`config.mk`:
```
export PLATFORM = sky130hd
export DESIGN_NAME = famicom_cpu_bus_initiator_flat
export DESIGN_NICKNAME = d
export VERILOG_FILES = /design/src/rtl/famicom_cpu_bus_initiator_if.sv /design/src/rtl/famicom_cpu_bus_initiator.sv /design/src/flat_wrapper.sv
export SDC_FILE = /design/constraint.sdc
export NUM_CORES = 1
export LEC_CHECK = 0
export BUFFER_PORTS_ARGS = -buffer_cell sky130_fd_sc_hd__buf_2
export CAP_MARGIN = 15
export CORE_UTILIZATION = 49
export CTS_BUF_LIST = sky130_fd_sc_hd__clkbuf_2
export DETAILED_ROUTE_END_ITERATION = 16
export GPL_TIMING_DRIVEN = 0
export PLACE_DENSITY = 0.81
export SLEW_MARGIN = 20
export SYNTH_ARGS = -nofsm -noshare
export SYNTH_HDL_FRONTEND = slang
export SYNTH_SLANG_ARGS = --single-unit
export TNS_END_PERCENT = 20
```
`constraint.sdc`:
```
create_clock -name clk -period 2.3 [get_ports clk]
set_clock_uncertainty 0.2 [all_clocks]
set_input_delay 0.23 -clock clk [delete_from_list [all_inputs] [get_ports clk]]
set_output_delay 0.23 -clock clk [all_outputs]
set_load 0.02 [all_outputs]
```
`src/rtl/famicom_cpu_bus_initiator_if.sv`:
```
// Request/response handshake between a requester and the Famicom CPU bus initiator.
interface famicom_cpu_bus_initiator_if;
    logic        req_valid;
    logic        req_ready;
    logic        req_write;
    logic [15:0] req_addr;
    logic [7:0]  req_wdata;
    logic        rsp_valid;
    logic [7:0]  rsp_rdata;

    modport master (
        output req_valid, req_write, req_addr, req_wdata,
        input  req_ready, rsp_valid, rsp_rdata
    );

    modport slave (
        input  req_valid, req_write, req_addr, req_wdata,
        output req_ready, rsp_valid, rsp_rdata
    );
endinterface

```
`src/rtl/famicom_cpu_bus_initiator.sv`:
```
// Console-side Famicom cartridge CPU bus initiator: free-running M2, /ROMSEL, R/W, A[14:0], D timing.
// Define CPU_BUS_IRQ_SYNC_EN to add the irq_n input and its two-flop synchroniser.
module famicom_cpu_bus_initiator #(
    parameter int unsigned LOW_CYCLES  = 3,
    parameter int unsigned HIGH_CYCLES = 3,
    parameter logic [15:0] IDLE_ADDR   = 16'h0000
) (
    input  logic                              clk,
    input  logic                              rst,
    famicom_cpu_bus_initiator_if.slave        bus,
    output logic                              m2,
    output logic                              romsel,
    output logic                              cpu_rw,
    output logic [14:0]                       cpu_addr,
    output logic [7:0]                        cpu_data_out,
    output logic                              cpu_data_oe,
    input  logic [7:0]                        cpu_data_in,
    output logic [15:0]                       bus_cycles,
`ifdef CPU_BUS_IRQ_SYNC_EN
    input  logic                              irq_n,
`endif
    output logic                              irq_pending
);

    localparam int unsigned P  = LOW_CYCLES + HIGH_CYCLES;
    localparam int unsigned KW = $clog2(P);

    localparam logic [KW-1:0] K_LAST = KW'(P - 1);
    localparam logic [KW-1:0] K_HIGH = KW'(LOW_CYCLES);
    localparam logic [KW-1:0] K_OE   = KW'(LOW_CYCLES + 1);

    logic [KW-1:0] k;
    logic [KW-1:0] k_next;
    logic          accept;

    // attributes of the bus cycle currently in flight
    logic          a15_q;
    logic          req_q;
    logic          rsp_valid_q;
    logic [7:0]    rsp_rdata_q;

    logic          m2_d;
    logic          romsel_d;
    logic          rw_d;
    logic [14:0]   addr_d;
    logic [7:0]    dout_d;
    logic          oe_d;
    logic          a15_d;
    logic          req_d;
    logic          rsp_valid_d;
    logic [7:0]    rsp_rdata_d;
    logic [15:0]   cycles_d;

    assign accept         = bus.req_valid && bus.req_ready;
    assign bus.req_ready  = (k == '0) && !rst;
    assign bus.rsp_valid  = rsp_valid_q;
    assign bus.rsp_rdata  = rsp_rdata_q;

    // phase counter register
    always_ff @(posedge clk or posedge rst) begin
        if (rst) begin
            k <= '0;
        end else begin
            k <= k_next;
        end
    end

    // free-running phase advance, wraps after the M2-high half
    always_comb begin
        k_next = k + KW'(1);
        if (k == K_LAST) begin
            k_next = '0;
        end
    end

    // next values of the bus pins and handshake outputs, all taken on the following edge
    always_comb begin
        addr_d      = cpu_addr;
        rw_d        = cpu_rw;
        dout_d      = cpu_data_out;
        a15_d       = a15_q;
        req_d       = req_q;
        rsp_valid_d = 1'b0;
        rsp_rdata_d = rsp_rdata_q;
        cycles_d    = bus_cycles;

        if (k == '0) begin
            if (accept) begin
                addr_d = bus.req_addr[14:0];
                a15_d  = bus.req_addr[15];
                rw_d   = ~bus.req_write;
                dout_d = bus.req_write ? bus.req_wdata : 8'h00;
                req_d  = 1'b1;
            end else begin
                addr_d = IDLE_ADDR[14:0];
                a15_d  = IDLE_ADDR[15];
                rw_d   = 1'b1;
                dout_d = 8'h00;
                req_d  = 1'b0;
            end
        end

        m2_d     = (k_next >= K_HIGH);
        romsel_d = ~(m2_d & a15_d);
        // write data stays driven through the 1-clk hold after M2 falls
        oe_d     = ~rw_d & ((k_next >= K_OE) | (k_next == '0));

        if (k == K_LAST) begin
            rsp_valid_d = req_q;
            if (req_q) begin
                rsp_rdata_d = cpu_rw ? cpu_data_in : 8'h00;
            end
            cycles_d = bus_cycles + 16'd1;
        end
    end

    // output registers
    always_ff @(posedge clk or posedge rst) begin
        if (rst) begin
            m2           <= 1'b0;
            romsel       <= 1'b1;
            cpu_rw       <= 1'b1;
            cpu_addr     <= IDLE_ADDR[14:0];
            cpu_data_out <= 8'h00;
            cpu_data_oe  <= 1'b0;
            a15_q        <= IDLE_ADDR[15];
            req_q        <= 1'b0;
            rsp_valid_q  <= 1'b0;
            rsp_rdata_q  <= 8'h00;
            bus_cycles   <= 16'h0000;
        end else begin
            m2           <= m2_d;
            romsel       <= romsel_d;
            cpu_rw       <= rw_d;
            cpu_addr     <= addr_d;
            cpu_data_out <= dout_d;
            cpu_data_oe  <= oe_d;
            a15_q        <= a15_d;
            req_q        <= req_d;
            rsp_valid_q  <= rsp_valid_d;
            rsp_rdata_q  <= rsp_rdata_d;
            bus_cycles   <= cycles_d;
        end
    end

`ifdef CPU_BUS_IRQ_SYNC_EN
    logic [1:0] irq_sync;

    // two-flop synchroniser for the asynchronous cartridge IRQ
    always_ff @(posedge clk or posedge rst) begin
        if (rst) begin
            irq_sync <= 2'b11;
        end else begin
            irq_sync <= {irq_sync[0], irq_n};
        end
    end

    assign irq_pending = ~irq_sync[1];
`else
    assign irq_pending = 1'b0;
`endif

endmodule

```
`src/flat_wrapper.sv`:
```
// flat-port wrapper written by rule: the top's interface ports become plain ports
module famicom_cpu_bus_initiator_flat 
#(
    parameter int unsigned LOW_CYCLES  = 3,
    parameter int unsigned HIGH_CYCLES = 3,
    parameter logic [15:0] IDLE_ADDR   = 16'h0000
)
  (clk, rst, m2, romsel, cpu_rw, cpu_addr, cpu_data_out, cpu_data_oe, cpu_data_in, bus_cycles, irq_pending, bus_req_valid, bus_req_write, bus_req_addr, bus_req_wdata, bus_req_ready, bus_rsp_valid, bus_rsp_rdata);
  famicom_cpu_bus_initiator_if bus_i ();
  input  logic clk;
  input  logic rst;
  output logic m2;
  output logic romsel;
  output logic cpu_rw;
  output logic [14:0] cpu_addr;
  output logic [7:0] cpu_data_out;
  output logic cpu_data_oe;
  input  logic [7:0] cpu_data_in;
  output logic [15:0] bus_cycles;
  output logic irq_pending;
  input wire logic [$bits(bus_i.req_valid)-1:0] bus_req_valid;
  input wire logic [$bits(bus_i.req_write)-1:0] bus_req_write;
  input wire logic [$bits(bus_i.req_addr)-1:0] bus_req_addr;
  input wire logic [$bits(bus_i.req_wdata)-1:0] bus_req_wdata;
  output wire logic [$bits(bus_i.req_ready)-1:0] bus_req_ready;
  output wire logic [$bits(bus_i.rsp_valid)-1:0] bus_rsp_valid;
  output wire logic [$bits(bus_i.rsp_rdata)-1:0] bus_rsp_rdata;
  assign bus_i.req_valid = bus_req_valid;
  assign bus_i.req_write = bus_req_write;
  assign bus_i.req_addr = bus_req_addr;
  assign bus_i.req_wdata = bus_req_wdata;
  assign bus_req_ready = bus_i.req_ready;
  assign bus_rsp_valid = bus_i.rsp_valid;
  assign bus_rsp_rdata = bus_i.rsp_rdata;
  famicom_cpu_bus_initiator #(.LOW_CYCLES(LOW_CYCLES), .HIGH_CYCLES(HIGH_CYCLES), .IDLE_ADDR(IDLE_ADDR)) u_core (.clk(clk), .rst(rst), .bus(bus_i), .m2(m2), .romsel(romsel), .cpu_rw(cpu_rw), .cpu_addr(cpu_addr), .cpu_data_out(cpu_data_out), .cpu_data_oe(cpu_data_oe), .cpu_data_in(cpu_data_in), .bus_cycles(bus_cycles), .irq_pending(irq_pending));
endmodule
```
# ---- Word-level counts from Yosys, hierarchy flattened
# Cells that the tools add are included.
dict set report op_classes {
  addsub 2
  magnitude_cmp 2
  eq_ne 1
  mux 11
  bitwise_logic 6
  n_reduce_logical 6
}
# operator count
set op_table {}
lappend op_table {{8-bit two-way mux} 3}
lappend op_table {{16-bit by 1-bit adder with 16-bit output (second input constant)} 1}
lappend op_table {{15-bit two-way mux} 1}
lappend op_table {{3-bit logical NOT} 2}
lappend op_table {{1-bit two-way mux} 6}
lappend op_table {{3-bit by 1-bit adder with 3-bit output (second input constant)} 1}
lappend op_table {{3-bit == test (second input constant)} 1}
lappend op_table {{3-bit by 2-bit greater-or-equal comparator with 1-bit output (second input constant)} 1}
lappend op_table {{3-bit greater-or-equal comparator (second input constant)} 1}
lappend op_table {{3-bit two-way mux} 1}
lappend op_table {{1-bit NOT} 3}
lappend op_table {{1-bit AND} 2}
lappend op_table {{1-bit logical AND} 2}
lappend op_table {{2-bit AND reduction} 1}
lappend op_table {{1-bit logical NOT} 1}
lappend op_table {{1-bit OR} 1}
dict set report totals {
  regBits 57
  input_bits 36
  out_inout_bits 54
  word_cells 40
}

# ---- Logic depth before layout (Yosys ltp)
dict set report logic_depth {
  depth_word 7
  ltp_mapped 7
  ltp_nobuf 5
}

# ---- Worst setup path before layout
# No wires, ideal clock.
dict set report synth_path {
  path_kind {flip-flop to flip-flop}
  from {reg u_core.k[1]}
  to {reg u_core.cpu_data_out[0]}
  setup_ns 0.066
  arrival_time_ns 1.704
  t_required_ns 2.034
  path_slack_ns 0.330
  stages_incl_launch_ff 8
  n_path_buf 3
  synth_period_minus_slack_ns 1.970
  cell_sequence {dfrtp_1 buf_6 or3_1 buf_6 nor3b_4 and2_1 buf_4 a22o_1}
}
dict set report synth_via {
  elab_chain_len 4
}
# item line_no
set synth_rtl {}
lappend synth_rtl {{start: declaration} famicom_cpu_bus_initiator.sv:32} ;# logic [KW-1:0] k;
lappend synth_rtl {{start signal: assignment} famicom_cpu_bus_initiator.sv:64} ;# k <= k_next;
lappend synth_rtl {{3-bit logical NOT *} {famicom_cpu_bus_initiator.sv:55, famicom_cpu_bus_initiator.sv:87}}
lappend synth_rtl {{1-bit logical AND} famicom_cpu_bus_initiator.sv:55} ;# assign bus.req_ready = (k == '0) && !rst;
lappend synth_rtl {{1-bit logical AND} famicom_cpu_bus_initiator.sv:54} ;# assign accept = bus.req_valid && bus.req_ready;
lappend synth_rtl {{8-bit two-way mux} famicom_cpu_bus_initiator.sv:88} ;# if (accept) begin
lappend synth_rtl {{end signal: assignment} famicom_cpu_bus_initiator.sv:136} ;# cpu_data_out <= dout_d;
lappend synth_rtl {{end: declaration} famicom_cpu_bus_initiator.sv:15} ;# output logic [7:0] cpu_data_out,
# Every way passes the cells marked *; elsewhere a longest branch is shown, timed or not.
# A chain may end at the register's enable or synchronous reset.

# ---- Final worst setup path
dict set report layout_path {
  from {reg u_core.k[1]}
  to {out bus_req_ready}
}
dict set report layout_via {
  elab_chain_len 2
}
# item line_no
set layout_rtl {}
lappend layout_rtl {{3-bit logical NOT} famicom_cpu_bus_initiator.sv:55}
lappend layout_rtl {{1-bit logical AND} famicom_cpu_bus_initiator.sv:55}
lappend layout_rtl {{end: declaration} flat_wrapper.sv:25} ;# output wire logic [$bits(bus_i.req_ready)-1:0] bus_req_ready;
# Every way passes these cells.

==> results by group <==
Run status
  • Status: finished, final reports clean

Drt
  • Routed vias/inst: 5.04
  • TritonRoute pass-1 iters: 4
  • Routed WL per cell: 14.7 µm
  • DRC Markers: 0
  • Via count: 1856
  • Final wirelength: 5410 µm
  • Antenna Nets Post-Route: 0
  • Initial DRC count: 88

Critical path
  • Critical Path End Type: primary output
  • R2R Path Start: u_core.k[1]$_DFF_PP0_
  • Worst reg2reg path depth: 7
  • Critical Path AT: approximately 1800 ps
  • CP startpoint kind: flip-flop
  • Top cell by count, worst path: buf_6
  • Top delay family on crit path: simple AND/OR/NAND/NOR gates
  • FF-to-FF End: u_core.cpu_data_out[6]$_DFFE_PP0N_
  • Crit path max fanout: 19
  • Setup CP Type: flip-flop to primary output
  • Worst EP required: around 1900 ps
  • Slowest cell on crit path: dfrtp_1
  • Worst Path Buf+Inv: 3
  • Max incr delay on CP: roughly 400 ps
  • Flop2flop setup slack: 320 ps
  • CP cell instances: buf_6, or3_1, buf_6, nor2_1, buf_4

Layout
  • Share of layout cells above drive strength 1: 35.8%
  • Final nets: roughly 350
  • # diodes: 0
  • Area growth from synthesis to layout: 43.2%
  • Most common cell after layout, fill and taps aside: buf_2
  • Fin cells: 368
  • Filler Cells Inserted: 299
  • Most frequent cells in the layout: buf_2 (90), dfrtp_1 (55), dlygate4sd3_1 (34), nand2_1 (25), a22o_1 (24)
  • Final instance area: approximately 0.0032 mm²

STA
  • Setup Viol. Count Final: 0
  • Tmin final: 2200 ps
  • Worst relative slew slack: 56.2%
  • Worst slew pin tran: 657 ps
  • Fin Setup TNS: 0 ps
  • FMAX: 0.455 GHz
  • Slew Viols, Final: 0
  • RSZ-0062 raised after global routing: yes
  • Final hold vios: 0
  • Final Cycle Share: 95.5%

Flow run
  • Max Cap Viol: 0

Floorplanning
  • Die H: 69.2 µm
  • Starting density of the core: between 50% and 60%
  • Core Footprint: roughly 0.0044 mm²
  • Die area: 0.00479 mm²
  • # rows: 24
  • Ports: 90
  • Chip width: ~69 µm

Placement
  • Gpl congestion: approximately 0.75
  • DP Wirelength: 3150 µm
  • Placed Instances: 319
  • # port buffers: 88
  • Placed Area: ~0.0027 mm²

Global routing
  • Initial antenna violation count: 0
  • First-pass GRT wire length: around 9000 µm
  • Most Crowded Layer GR: met2
  • Largest net degree at the start of global routing: 58
  • Vias in the first global route: 1887
  • GRT overflow: 0
  • Grt met1 use: 28.0%
  • Met2 GRT Util: 43.6%
  • Met3 usage in global routing: 5.96%
  • Gr usage total: 24.4%

Clock network
  • Root Buffer: clkbuf_2
  • TritonCTS clock tree: built
  • Worst-Skew Late Latency: around 430 ps
  • Max Root-Sink Buffers: 2
  • CTS H-tree lvls: 3
  • Reg clk slew, reported paths: 150 ps
  • CTS Buf Count: 9
  • Clock tree sinks: 57

Synth
  • Mapped cell area: 0.00221 mm²
  • Number of enable flip-flop cells after synthesis: 0
  • Post-synth top flop: dfrtp_1
  • Library cells used by synthesis: 31
  • Ys async rst share: between 90% and 100%
  • Cell count after synthesis: 179
  • Sequential-to-total area share from yosys stat: 64.6%
  • Syn avg cell area: ~12 µm²
  • Mapped Nets: 216
  • Register bit count reported by yosys: 57
  • Synthesis warning total: 0

Pwr
  • Ratio of total power to cell area: 582 mW/mm²
  • Worst vdd ir: 485 µV
  • Leakage power: 0.00172 µW

Min path
  • Hold path startpoint: bus_req_valid
  • WHS Endpoint: u_core.cpu_addr[1]$_DFFE_PP0N_
  • Worst min path class: primary input to flip-flop
  • Hold path depth: 4
==> cells in the mapped netlist (all sizes together), types with 2 or more instances <==
cell type	n	area, µm²
a22o	24	210
dfrtp	55	1380
buf	7	52.5
xor2	2	17.5
nand4	3	18.8
clkbuf	4	15.0
a21o	2	15.0
a21oi	3	15.0
dfstp	2	52.6
xnor2	13	114
nor2	6	22.5
nor3	2	10.0
inv	5	18.8
nand3	4	20.0
nand2	25	93.8
and3	2	12.5
o21ai	8	40.0
==> through the flow <==
| step | hold WS (ps) | setup slack [ps] | utilization (%) | total power (µW) |
|---|---|---|---|---|
| after CTS | 29.4 | 66.7 | 72.4 | 1850 |
| after global placement | 246 | -198 | 62.4 | 1230 |
| final | 193 | 104 | 72.8 | 1840 |
| after global routing | 158 | -9.90 | 72.8 | 1920 |
| after floorplan | 163 | 330 | - | 1160 |
| after detailed placement | 227 | 185 | 62.5 | 1240 |
==> where the power goes <==
| group | leakage, µW | switching (µW) | total [µW] | internal [µW] |
|---|---|---|---|---|
| combinational | 0.000906 | 113 | 215 | 103 |
| sequential | 0.000756 | 18.3 | 1060 | 1040 |
| clock | 0.0000617 | 342 | 573 | 231 |
==> cells by family (layout without fill, tap and decap cells) <==
family / count (synthesis) / count (layout) / synth area share [%]
AOI/OAI and AO/OA: 37 / 37 / 12.7
and+or+nand+nor: 50 / 50 / 11.3
muxes: 2 / 2 / 0.961
DFF: 57 / 57 / 64.6
other: 1 / 1 / 0.169
xor gates and xnor gates: 15 / 15 / 5.94
adders and majority gates: 1 / 1 / 0.565
buffers and inverters: 16 / 153 / 3.90
==> worst register-to-register path: cells and delay by family, from the launching register on <==
kind            cells  cell delay [ps]
buf+inv             3              470
simple gates        3              720
compound gates      1              150
flops               1              400
==> layer usage <==
layer | part of all wire [%] | vias to the layer above
met5 | 0 | -
met3 | 3.5 | 8
met1 | 40 | 913
met2 | 54 | 53
met4 | 1.9 | 0
li1 | - | 882
==> what timing repair did <==
item,CTS,global route
hold buffers,34,0
cloned,0,0
setup endpoints to repair,1,14
setup buffers,0,1
pin swaps,0,1
endpoints found under the hold margin,89,0
gates resized for setup,0,2
==> flip-flops by register name (all words and copies together) (netlist names) <==
register	count
u_core.bus.rsp_rdata	8
u_core.k	3
u_core.bus.rsp_valid	1
u_core.bus_cycles	16
u_core.cpu_rw	1
u_core.a15_q	1
u_core.req_q	1
u_core.cpu_addr	15
u_core.m2	1
u_core.cpu_data_oe	1
u_core.romsel	1
u_core.cpu_data_out	8
==> layout make-up <==
type,count,area [µm²],share of cell area [%]
flip-flops and latches,57,1430,45.1
repair buffers,123,791,25.0
multi-input cells,106,704,22.2
well taps,52,65.1,2.05
plain buffers,10,63.8,2.01
clock inverters,6,50.0,1.58
clock buffers,9,45.0,1.42
inverters,5,21.3,0.671
==> worst max path at each step <==
stage	endpoint	from	cells past startpoint	slack, ps
2_1_floorplan	u_core.cpu_data_out[0]$_DFFE_PP0N_	u_core.k[1]$_DFF_PP0_	7	330
3_3_place_gp	u_core.bus_cycles[11]$_DFFE_PP0P_	rst	2	-200
3_5_place_dp	u_core.cpu_data_out[1]$_DFFE_PP0N_	u_core.k[0]$_DFF_PP0_	7	190
4_1_cts	bus_req_ready	u_core.k[1]$_DFF_PP0_	5	70
5_1_grt	bus_req_ready	u_core.k[1]$_DFF_PP0_	5	-10
6_report	bus_req_ready	u_core.k[1]$_DFF_PP0_	5	100
Note: power is estimated with default switching activity, not from simulation.
